File: src/rtl/maze_bg_renderer_if.sv
// Maze ROM / palette bus between the background renderer and the external
// synchronous maze ROM plus combinational palette.
//   rom_address : registered ROM read address (renderer -> ROM)
//   rom_q       : palette index returned by the ROM one cycle later
//   pal_index   : palette lookup index (renderer -> palette)
//   pal_red/green/blue : palette colour for pal_index (palette -> renderer)
interface maze_bg_renderer_if #(
    parameter int unsigned ADDR_W  = 15,
    parameter int unsigned PAL_IDX = 4
);
    logic [ADDR_W-1:0]  rom_address;
    logic [PAL_IDX-1:0] rom_q;
    logic [PAL_IDX-1:0] pal_index;
    logic [3:0]         pal_red;
    logic [3:0]         pal_green;
    logic [3:0]         pal_blue;

    modport master (
        output rom_address, pal_index,
        input  rom_q, pal_red, pal_green, pal_blue
    );

    modport slave (
        input  rom_address, pal_index,
        output rom_q, pal_red, pal_green, pal_blue
    );
endinterface

File: src/rtl/maze_bg_renderer.sv
// Full-screen maze background renderer. Stretches one of NUM_MAZES stored
// IMG_W x IMG_H maze images over a SCREEN_W x SCREEN_H display using
// incremental scaling counters, and switches mazes on frame boundaries with
// a fade-out / fade-in transition.
// Ports:
//   vga_clk, reset_n   : pixel clock, asynchronous active-low reset
//   DrawX, DrawY, blank: pixel position and visible flag from the VGA controller
//   maze_req, maze_sel : one-cycle maze switch request and target maze
//   rom_bus            : ROM address / palette index out, ROM data / palette RGB in
//   red, green, blue   : registered pixel colour (3-cycle latency)
//   busy, maze_cur     : transition in progress, maze currently displayed
// Optional: define MAZE_GRID_OVERLAY_EN to overlay a white grid every 8 image cells.
module maze_bg_renderer #(
    parameter int unsigned IMG_W     = 75,
    parameter int unsigned IMG_H     = 60,
    parameter int unsigned SCREEN_W  = 640,
    parameter int unsigned SCREEN_H  = 480,
    parameter int unsigned NUM_MAZES = 4,
    parameter int unsigned ADDR_W    = 15,
    parameter int unsigned FADE_STEP = 2,
    parameter int unsigned PAL_IDX   = 4,
    localparam int unsigned SEL_W    = (NUM_MAZES > 1) ? $clog2(NUM_MAZES) : 1
) (
    input  logic                vga_clk,
    input  logic                reset_n,
    input  logic [9:0]          DrawX,
    input  logic [9:0]          DrawY,
    input  logic                blank,
    input  logic                maze_req,
    input  logic [SEL_W-1:0]    maze_sel,
    maze_bg_renderer_if.master  rom_bus,
    output logic [3:0]          red,
    output logic [3:0]          green,
    output logic [3:0]          blue,
    output logic                busy,
    output logic [SEL_W-1:0]    maze_cur
);
    localparam int unsigned XI_W = $clog2(IMG_W);
    localparam int unsigned XA_W = $clog2(SCREEN_W + IMG_W);
    localparam int unsigned YI_W = $clog2(IMG_H);
    localparam int unsigned YA_W = $clog2(SCREEN_H + IMG_H);
    localparam int unsigned FC_W = (FADE_STEP > 1) ? $clog2(FADE_STEP) : 1;

    typedef enum logic [1:0] {IDLE, FADE_OUT, SWAP, FADE_IN} state_t;

    state_t             state, state_n;
    logic [9:0]         prev_x, prev_y;
    logic [XI_W-1:0]    x_idx, x_idx_n;
    logic [XA_W-1:0]    x_acc, x_acc_n, x_sum;
    logic [YI_W-1:0]    y_idx, y_idx_n;
    logic [YA_W-1:0]    y_acc, y_acc_n, y_sum;
    logic [ADDR_W-1:0]  row_base, row_base_n, bank_base;
    logic               x_inc, y_inc, frame_tick, step_due;
    logic [4:0]         level, level_n;
    logic [FC_W-1:0]    fcnt, fcnt_n;
    logic [SEL_W-1:0]   target, target_n, maze_cur_n;
    logic [1:0]         blank_d;
    logic [3:0]         red_n, green_n, blue_n;

    assign rom_bus.pal_index = rom_bus.rom_q;
    assign frame_tick = (DrawY == 10'd0) && (prev_y != 10'd0);
    assign step_due   = (fcnt == FC_W'(FADE_STEP - 1));

    // Horizontal scaling: x_idx tracks floor(DrawX*IMG_W/SCREEN_W) one DrawX step at a time
    always_comb begin
        x_idx_n = x_idx;
        x_acc_n = x_acc;
        x_inc   = 1'b0;
        x_sum   = x_acc + XA_W'(IMG_W);
        if (DrawX != prev_x) begin
            if (DrawX == 10'd0) begin
                x_idx_n = '0;
                x_acc_n = '0;
            end else if (32'(DrawX) < SCREEN_W) begin
                if (x_sum >= XA_W'(SCREEN_W)) begin
                    x_acc_n = x_sum - XA_W'(SCREEN_W);
                    x_inc   = 1'b1;
                end else begin
                    x_acc_n = x_sum;
                end
            end
        end
        if (x_inc) x_idx_n = x_idx + XI_W'(1);
    end

    // Vertical scaling, with row_base following y_idx*IMG_W incrementally
    always_comb begin
        y_idx_n    = y_idx;
        y_acc_n    = y_acc;
        row_base_n = row_base;
        y_inc      = 1'b0;
        y_sum      = y_acc + YA_W'(IMG_H);
        if (DrawY != prev_y) begin
            if (DrawY == 10'd0) begin
                y_idx_n    = '0;
                y_acc_n    = '0;
                row_base_n = '0;
            end else if (32'(DrawY) < SCREEN_H) begin
                if (y_sum >= YA_W'(SCREEN_H)) begin
                    y_acc_n = y_sum - YA_W'(SCREEN_H);
                    y_inc   = 1'b1;
                end else begin
                    y_acc_n = y_sum;
                end
            end
        end
        if (y_inc) begin
            y_idx_n    = y_idx + YI_W'(1);
            row_base_n = row_base + ADDR_W'(IMG_W);
        end
    end

    // Bank base is a constant per maze, so no multiplier is needed
    always_comb begin
        bank_base = '0;
        for (int unsigned i = 0; i < NUM_MAZES; i++) begin
            if (32'(maze_cur) == i) bank_base = ADDR_W'(i * IMG_W * IMG_H);
        end
    end

`ifdef MAZE_GRID_OVERLAY_EN
    logic       grid_n;
    logic [1:0] grid_d;
    assign grid_n = (x_inc && (x_idx_n[2:0] == 3'd0)) || (y_inc && (y_idx_n[2:0] == 3'd0));

    // Grid flag follows the same two-stage delay as blank
    always_ff @(posedge vga_clk or negedge reset_n) begin
        if (!reset_n) grid_d <= '0;
        else          grid_d <= {grid_d[0], grid_n};
    end
`endif

    // Fade is an 8-bit product of colour and level, keeping the top nibble
    function automatic logic [3:0] fade(input logic [3:0] c, input logic [4:0] lvl);
        logic [7:0] p;
        p = 8'(c) * 8'(lvl);
        return p[7:4];
    endfunction

    // Output colour: fade, optional grid, then blanking
    always_comb begin
        red_n   = fade(rom_bus.pal_red, level);
        green_n = fade(rom_bus.pal_green, level);
        blue_n  = fade(rom_bus.pal_blue, level);
`ifdef MAZE_GRID_OVERLAY_EN
        if (grid_d[1]) begin
            red_n   = 4'hF;
            green_n = 4'hF;
            blue_n  = 4'hF;
        end
`endif
        if (!blank_d[1]) begin
            red_n   = 4'h0;
            green_n = 4'h0;
            blue_n  = 4'h0;
        end
    end

    // Transition FSM: level steps every FADE_STEP frame ticks; bank swaps on a tick
    always_comb begin
        state_n    = state;
        level_n    = level;
        fcnt_n     = fcnt;
        target_n   = target;
        maze_cur_n = maze_cur;
        case (state)
            IDLE: begin
                level_n = 5'd16;
                fcnt_n  = '0;
                if (maze_req && (maze_sel != maze_cur) && (32'(maze_sel) < NUM_MAZES)) begin
                    target_n = maze_sel;
                    state_n  = FADE_OUT;
                end
            end
            FADE_OUT: begin
                if (frame_tick) begin
                    if (step_due) begin
                        fcnt_n  = '0;
                        level_n = level - 5'd1;
                        if (level == 5'd1) state_n = SWAP;
                    end else begin
                        fcnt_n = fcnt + FC_W'(1);
                    end
                end
            end
            SWAP: begin
                if (frame_tick) begin
                    maze_cur_n = target;
                    fcnt_n     = '0;
                    state_n    = FADE_IN;
                end
            end
            FADE_IN: begin
                if (frame_tick) begin
                    if (step_due) begin
                        fcnt_n  = '0;
                        level_n = level + 5'd1;
                        if (level == 5'd15) state_n = IDLE;
                    end else begin
                        fcnt_n = fcnt + FC_W'(1);
                    end
                end
            end
            default: state_n = IDLE;
        endcase
    end

    // FSM state register
    always_ff @(posedge vga_clk or negedge reset_n) begin
        if (!reset_n) begin
            state    <= IDLE;
            level    <= 5'd16;
            fcnt     <= '0;
            target   <= '0;
            maze_cur <= '0;
            busy     <= 1'b0;
        end else begin
            state    <= state_n;
            level    <= level_n;
            fcnt     <= fcnt_n;
            target   <= target_n;
            maze_cur <= maze_cur_n;
            busy     <= (state_n != IDLE);
        end
    end

    // Scaling counters, address stage, blank delay and colour stage
    always_ff @(posedge vga_clk or negedge reset_n) begin
        if (!reset_n) begin
            prev_x              <= '0;
            prev_y              <= '0;
            x_idx               <= '0;
            x_acc               <= '0;
            y_idx               <= '0;
            y_acc               <= '0;
            row_base            <= '0;
            rom_bus.rom_address <= '0;
            blank_d             <= '0;
            red                 <= '0;
            green               <= '0;
            blue                <= '0;
        end else begin
            prev_x              <= DrawX;
            prev_y              <= DrawY;
            x_idx               <= x_idx_n;
            x_acc               <= x_acc_n;
            y_idx               <= y_idx_n;
            y_acc               <= y_acc_n;
            row_base            <= row_base_n;
            rom_bus.rom_address <= bank_base + row_base_n + ADDR_W'(x_idx_n);
            blank_d             <= {blank_d[0], blank};
            red                 <= red_n;
            green               <= green_n;
            blue                <= blue_n;
        end
    end
endmodule
File: src/flat_wrapper.sv
// flat-port wrapper written by rule: the top's interface ports become plain ports
module maze_bg_renderer_flat 
#(
    parameter int unsigned IMG_W     = 75,
    parameter int unsigned IMG_H     = 60,
    parameter int unsigned SCREEN_W  = 640,
    parameter int unsigned SCREEN_H  = 480,
    parameter int unsigned NUM_MAZES = 4,
    parameter int unsigned ADDR_W    = 15,
    parameter int unsigned FADE_STEP = 2,
    parameter int unsigned PAL_IDX   = 4,
    localparam int unsigned SEL_W    = (NUM_MAZES > 1) ? $clog2(NUM_MAZES) : 1
)
  (vga_clk, reset_n, DrawX, DrawY, blank, maze_req, maze_sel, red, green, blue, busy, maze_cur, rom_bus_rom_address, rom_bus_pal_index, rom_bus_rom_q, rom_bus_pal_red, rom_bus_pal_green, rom_bus_pal_blue);
  maze_bg_renderer_if #(.ADDR_W(ADDR_W), .PAL_IDX(PAL_IDX)) rom_bus_i ();
  input  logic vga_clk;
  input  logic reset_n;
  input  logic [9:0] DrawX;
  input  logic [9:0] DrawY;
  input  logic blank;
  input  logic maze_req;
  input  logic [SEL_W-1:0] maze_sel;
  output logic [3:0] red;
  output logic [3:0] green;
  output logic [3:0] blue;
  output logic busy;
  output logic [SEL_W-1:0] maze_cur;
  output wire logic [$bits(rom_bus_i.rom_address)-1:0] rom_bus_rom_address;
  output wire logic [$bits(rom_bus_i.pal_index)-1:0] rom_bus_pal_index;
  input wire logic [$bits(rom_bus_i.rom_q)-1:0] rom_bus_rom_q;
  input wire logic [$bits(rom_bus_i.pal_red)-1:0] rom_bus_pal_red;
  input wire logic [$bits(rom_bus_i.pal_green)-1:0] rom_bus_pal_green;
  input wire logic [$bits(rom_bus_i.pal_blue)-1:0] rom_bus_pal_blue;
  assign rom_bus_rom_address = rom_bus_i.rom_address;
  assign rom_bus_pal_index = rom_bus_i.pal_index;
  assign rom_bus_i.rom_q = rom_bus_rom_q;
  assign rom_bus_i.pal_red = rom_bus_pal_red;
  assign rom_bus_i.pal_green = rom_bus_pal_green;
  assign rom_bus_i.pal_blue = rom_bus_pal_blue;
  maze_bg_renderer #(.IMG_W(IMG_W), .IMG_H(IMG_H), .SCREEN_W(SCREEN_W), .SCREEN_H(SCREEN_H), .NUM_MAZES(NUM_MAZES), .ADDR_W(ADDR_W), .FADE_STEP(FADE_STEP), .PAL_IDX(PAL_IDX)) u_core (.vga_clk(vga_clk), .reset_n(reset_n), .DrawX(DrawX), .DrawY(DrawY), .blank(blank), .maze_req(maze_req), .maze_sel(maze_sel), .rom_bus(rom_bus_i), .red(red), .green(green), .blue(blue), .busy(busy), .maze_cur(maze_cur));
endmodule
File: config.mk
export PLATFORM = sky130hd
export DESIGN_NAME = maze_bg_renderer_flat
export DESIGN_NICKNAME = d
export VERILOG_FILES = /design/src/rtl/maze_bg_renderer_if.sv /design/src/rtl/maze_bg_renderer.sv /design/src/flat_wrapper.sv
export SDC_FILE = /design/constraint.sdc
export NUM_CORES = 1
export LEC_CHECK = 0
export ABC_CLOCK_PERIOD_IN_PS = 8100
export BUFFER_PORTS_ARGS = -buffer_cell sky130_fd_sc_hd__buf_2
export CORE_MARGIN = 10
export CORE_UTILIZATION = 39
export DETAILED_ROUTE_END_ITERATION = 12
export PLACE_DENSITY_LB_ADDON = 0.12
export SETUP_SLACK_MARGIN = 0.1
export SLEW_MARGIN = 20
export SYNTH_ARGS = -nofsm -noshare
export SYNTH_HDL_FRONTEND = slang
export SYNTH_SLANG_ARGS = --single-unit
export TNS_END_PERCENT = 20
File: constraint.sdc
create_clock -name vga_clk -period 8.1 [get_ports vga_clk]
set_input_delay 1.62 -clock vga_clk [delete_from_list [all_inputs] [get_ports vga_clk]]
set_output_delay 1.62 -clock vga_clk [all_outputs]
set_load 0.05 [all_outputs]
## Word-level counts from Yosys, hierarchy flattened

Index checks and enable logic that the tools add are counted.

| cells by class | value |
|---|---|
| equal/unequal tests | 17 |
| multiply operators | 3 |
| multiplexer cells | 44 |
| shift operators | 0 |
| reductions and logical operators | 17 |
| bitwise logic cells | 0 |
| $add $sub $neg | 11 |
| $lt $le $gt $ge | 4 |
| div/mod/pow operators | 0 |

Operators by type and width:

| operator | count |
|---|---|
| 2-to-1 mux 10 bit | 6 |
| 2-to-1 mux 15 bit | 3 |
| 2-to-1 mux 14 bit | 2 |
| multiplier 4 x 5 -> 8 bit | 3 |
| 2-to-1 mux 7 bit | 3 |
| logical NOT 10 bit | 2 |
| 2-to-1 mux 5 bit | 4 |
| inequality test 10 bit | 2 |
| 2-to-1 mux 2 bit | 8 |
| adder 14 x 15 -> 15 bit | 1 |
| adder 15 x 7 -> 15 bit | 1 |
| adder 15 x 7 -> 15 bit, second input constant | 1 |
| case mux 5 bit (3 select lines) | 1 |
| 2-to-1 mux 13 bit | 1 |
| 2-to-1 mux 4 bit | 3 |
| inequality test 2 x 1 -> 1 bit, second input constant | 6 |
| 2-to-1 mux 1 bit | 11 |
| adder 10 x 6 -> 10 bit, second input constant | 1 |
| adder 10 x 7 -> 10 bit, second input constant | 1 |
| greater-or-equal comparator 10 bit, second input constant | 1 |
| greater-or-equal comparator 10 x 9 -> 1 bit, second input constant | 1 |
| less-than comparator 10 bit, second input constant | 1 |
| less-than comparator 10 x 9 -> 1 bit, second input constant | 1 |
| AND reduction 2 bit | 5 |
| 20 further kinds | 27 |

| storage, ports and cells | value |
|---|---|
| output and inout port bits | 34 |
| memory bits (read-only) | 0 |
| bits in writable memories | 0 |
| bits in latches | 0 |
| register bits | 104 |
| memories | 0 |

## Depth between registers and ports, before layout

| depth | value |
|---|---|
| depth after elaboration | 9 |
| depth in mapped cells | 22 |

## Worst setup path after synthesis

No wires, ideal clock.

| timing | value |
|---|---|
| path type | input to register |
| from | input port DrawX[8] |
| to | register u_core.rom_bus.rom_address[14] |
| cell stages on the path | 17 |
| library setup time | 0.131 ns |
| path slack | 2.476 ns |
| data arrival time | 5.492 ns |
| required time | 7.969 ns |
| buffers on the path | 0 |
| cell sequence | or4_1 -> nor4_2 -> or2_2 -> nor3b_1 -> xnor2_1 -> or2_2 -> fa_1 -> inv_1 -> ha_1 -> a21o_1 -> nand3_1 -> a31oi_1 -> o21ai_0 -> nand2b_1 -> a31o_2 -> a221oi_1 -> xnor2_1 |

| on the way | value |
|---|---|
| word-level cells in the longest chain between the ends | 6 |
| elaborated cells on any way between the ends | 10 |

RTL lines:

| element | line | text |
|---|---|---|
| start: declaration | flat_wrapper.sv:18 | `input logic [9:0] DrawX;` |
| less-than comparator 10 bit | maze_bg_renderer.sv:74 | `end else if (32'(DrawX) < SCREEN_W) begin` |
| 2-to-1 mux 1 bit | maze_bg_renderer.sv:74 |  |
| 2-to-1 mux 1 bit | maze_bg_renderer.sv:71 | `if (DrawX == 10'd0) begin` |
| 2-to-1 mux 1 bit | maze_bg_renderer.sv:70 | `if (DrawX != prev_x) begin` |
| 2-to-1 mux 7 bit (*) | maze_bg_renderer.sv:83 | `if (x_inc) x_idx_n = x_idx + XI_W'(1);` |
| adder 15 x 7 -> 15 bit (*) | maze_bg_renderer.sv:250 | `rom_bus.rom_address <= bank_base + row_base_n + ADDR_W'(x_idx_n);` |
| end signal: assignment | maze_bg_renderer.sv:250 |  |
| end: declaration | maze_bg_renderer_if.sv:19 | `output rom_address, pal_index,` |

Every way passes the cells marked *; elsewhere a longest branch is shown, timed or not.
A chain may end at the register's enable or synchronous reset.

## Worst setup path after layout

Same ends and word-level chain as after synthesis.

==> impl_metrics.env <==
export IMPL_synth_avg_cell_area_sq_um=9.69
export IMPL_fin_crit_ps=5970
export IMPL_hp_start="u_core.blank_d[0]"
export IMPL_yosys_warnings=0
export IMPL_cp_cell_sequence="buf_2, or4_1, nor4_2, or2_2, nor3b_1, xnor2_1, or2_2, fa_1, inv_1, ha_1, a21o_1, nand3_1, a31oi_1, o21ai_0, nand2b_1, a31o_2, a221oi_1, xnor2_1"
export IMPL_gp_congestion=0.824
export IMPL_crit_reg2reg_launch="u_core.y_acc[2]"
export IMPL_htree_levels=3
export IMPL_min_path_type="register to register"
export IMPL_antenna_cells=0
export IMPL_viasPerCell=5.12
export IMPL_crit_type="input pin to register"
export IMPL_drv_slew=0
export IMPL_antenna_found_initial=0
export IMPL_setup_ws_ps=2130
export IMPL_cts_sinks=102
export IMPL_post_dp_cell_area_sq_um=7330
export IMPL_finalCritPeriodShare_pct=73.7
export IMPL_reg2reg_slack_ps=2920
export IMPL_synthFlopType="dfrtp_1"
export IMPL_grt_max_degree=62
export IMPL_drtIter0Drc=270
export IMPL_synthCells=702
export IMPL_rsz0062_at_grt="false"
export IMPL_cts_setup_buffers=0
export IMPL_clk_latency_ps=360
export IMPL_cts_resized=0
export IMPL_endpoint_kind="register"
export IMPL_fin_nets=882
export IMPL_io_pins=76
export IMPL_cap_violations=0
export IMPL_tns_ps=0
export IMPL_hold_violations=0
export IMPL_setup_viol=0
export IMPL_drtAntennaViolNets=0
export IMPL_worstPathArrival_ps=6200
export IMPL_synth_cell_types=67
export IMPL_die_w_microns=152
export IMPL_hold_buffers=0
export IMPL_clockRootBuffer="clkbuf_16"
export IMPL_power_per_cell_area_nw_per_um2=276
export IMPL_area_growth_synth_to_final_pct=12.3
export IMPL_grt_pass1_wl_microns=25300
export IMPL_worstRegToRegCells=21
export IMPL_numCtsBuffers=9
export IMPL_finClkSkew_ps=13.3
export IMPL_path_clk_slew_ps=70
export IMPL_synth_seq_area_share_pct=37.6
export IMPL_dr_pass1_iters=4
export IMPL_clockBufferDepth=2
export IMPL_async_reset_ff_share_pct=100
export IMPL_min_path_cells=0
export IMPL_ir_drop_uv=130
export IMPL_drt_total_wl_microns=14400
export IMPL_port_buffers=67
export IMPL_vias=5064
export IMPL_die_height_microns=152
export IMPL_syn_area_sq_um=6800
export IMPL_dieArea_sq_um=23100
export IMPL_overflow=0
export IMPL_path_depth=18
export IMPL_dp_hpwl_microns=10900
export IMPL_grt_usage_pct=12.8
export IMPL_drive_gt1_share_pct=14.4
export IMPL_routedWlPerCell_microns=14.6
export IMPL_reg2reg_to="u_core.rom_bus.rom_address[14]"
export IMPL_critical_path_max_stage_delay_ps=680
export IMPL_syn_nets=825
export IMPL_cp_slowest_cell="nor4_2"
export IMPL_max_slew_worst_pin_slew_ps=845
export IMPL_synth_edf_count=0
export IMPL_slew_headroom_pct=42.9
export IMPL_start_util_pct=39.6
export IMPL_fp_row_count=48
export IMPL_route_detailed_drc=0
export IMPL_pre_cts_slack_ps=1790
export IMPL_final_area_sq_um=7640
export IMPL_path_buf_inv=2
export IMPL_startpoint_type="input pin"
export IMPL_grt_pass1_vias=5117
export IMPL_status="completed"
export IMPL_fmax_mhz=168
export IMPL_power_leakage_uw=0.00361
export IMPL_hold_path_endpoint="u_core.blank_d[1]"
export IMPL_critical_path_top_delay_family="simple AND/OR/NAND/NOR gates"
export IMPL_core_area_sq_um=17200
export IMPL_synth_seq_cells=102
export IMPL_crit_fanout=12
export IMPL_worstPathRequired_ps=8330
export IMPL_cts_tree="built"
-- metrics by stage --
stage / instances / utilization, % / hold WS (ps) / power, uW
floorplan: 702 / - / 331 / 1460
global placement: 973 / 42.7 / 336 / 1650
detailed placement: 973 / 42.7 / 347 / 1670
CTS: 989 / 44.5 / 359 / 2140
global route: 989 / 44.5 / 362 / 2290
finish: 989 / 44.5 / 356 / 2110
-- worst register-to-register path, stage by stage, from the launching register on --
cell and delay [ps]:
dfrtp_1 400, inv_1 100, ha_1 230, nor3b_1 490
nor2_1 110, xnor2_1 220, o31ai_4 450, nand2_1 310
nor2_1 190, mux2i_1 230, inv_1 70, fa_1 530
inv_1 60, ha_1 280, a21o_1 190, nand3_1 100
a31oi_1 110, o21ai_0 180, nand2b_1 110, a31o_2 280
a221oi_1 300, xnor2_1 110
-- synthesized netlist by cell type, types with 9 or more instances --
| cell | number | area share, % |
|---|---|---|
| nor3_1 | 12 | 0.88 |
| a21oi_1 | 14 | 1.0 |
| xor2_1 | 23 | 3.0 |
| ha_1 | 61 | 11 |
| nand3_1 | 18 | 1.3 |
| inv_1 | 55 | 3.0 |
| nand4_1 | 10 | 0.92 |
| and2_1 | 26 | 2.4 |
| o31ai_1 | 16 | 1.8 |
| nand2_1 | 89 | 4.9 |
| o211ai_1 | 9 | 0.99 |
| xnor2_1 | 35 | 4.5 |
| fa_1 | 20 | 5.9 |
| nor2_1 | 28 | 1.5 |
| mux2i_1 | 10 | 1.5 |
| dfrtp_1 | 101 | 37 |
| clkbuf_1 | 18 | 0.99 |
| nor2b_1 | 11 | 1.0 |
| o21ai_0 | 41 | 3.0 |
-- report_power, final --
group | total, uW | internal [uW] | switching (uW) | leakage [uW]
sequential | 744 | 633 | 111 | 0.00124
combinational | 909 | 361 | 548 | 0.00221
clock | 453 | 244 | 208 | 0.000153
total | 2110 | 1240 | 867 | 0.00361
-- worst max-delay path by stage --
stage             start                        endpoint  slack [ps]
2_1_floorplan  DrawX[8]  u_core.rom_bus.rom_address[14]        2480
3_3_place_gp   DrawX[8]  u_core.rom_bus.rom_address[14]        1850
3_5_place_dp   DrawX[8]  u_core.rom_bus.rom_address[14]        1790
4_1_cts        DrawX[8]  u_core.rom_bus.rom_address[14]        2160
5_1_grt        DrawX[7]  u_core.rom_bus.rom_address[11]        1810
6_report       DrawX[8]  u_core.rom_bus.rom_address[14]        2130
-- layout by cell type, fill, tap and decap left out, types with 11 or more instances in the layout --
| cell | count |
|---|---|
| nor3_1 | 12 |
| nor2b_1 | 11 |
| nand2_1 | 89 |
| xor2_1 | 23 |
| o21ai_0 | 41 |
| dfrtp_1 | 101 |
| nand3_1 | 18 |
| and2_1 | 26 |
| fa_1 | 20 |
| inv_1 | 55 |
| xnor2_1 | 35 |
| buf_2 | 66 |
| o31ai_1 | 16 |
| nor2_1 | 28 |
| a21oi_1 | 14 |
| ha_1 | 61 |
-- cell type report --
cell class              count  area, sq um
well taps                 225          282
multi-input cells         521         3930
flip-flops and latches    102         2550
fillers                  1697         9540
clock inverters             7         77.6
inverters                  55          206
clock buffers               9          225
repair buffers             70          360
-- sequential cells by signal, indices dropped and copies added, names as in the netlist, 4 cells and up --
signal                      flops
u_core.green                    4
u_core.level                    5
u_core.prev_x                  10
u_core.row_base                15
u_core.rom_bus.rom_address     15
u_core.blue                     4
u_core.red                      4
u_core.x_idx                    7
u_core.prev_y                  10
u_core.y_acc                    8
u_core.x_acc                   10
-- cells by family (layout without fill, tap and decap cells) --
| kind of cell | Yosys count | in the layout | share of synthesized area [%] |
|---|---|---|---|
| adder cells (fa/ha/maj) | 81 | 81 | 17.1 |
| XOR/XNOR | 58 | 58 | 7.47 |
| multiplexers | 14 | 14 | 2.17 |
| AO/OA/AOI/OAI | 131 | 131 | 13.2 |
| AND/OR/NAND/NOR | 237 | 237 | 17.9 |
| flip-flops | 102 | 102 | 37.6 |
| buffers and inverters | 79 | 141 | 4.62 |
-- per-layer routing --
metal / routed length (microns) / vias up / track usage, %
met4: 258 / 0 / 4.13
met3: 437 / 16 / 2.96
met2: 6910 / 58 / 21.1
met1: 6840 / 2460 / 16.2
met5: 0 / - / 0
li1: - / 2530 / -
(Power assumes the default switching activity.)
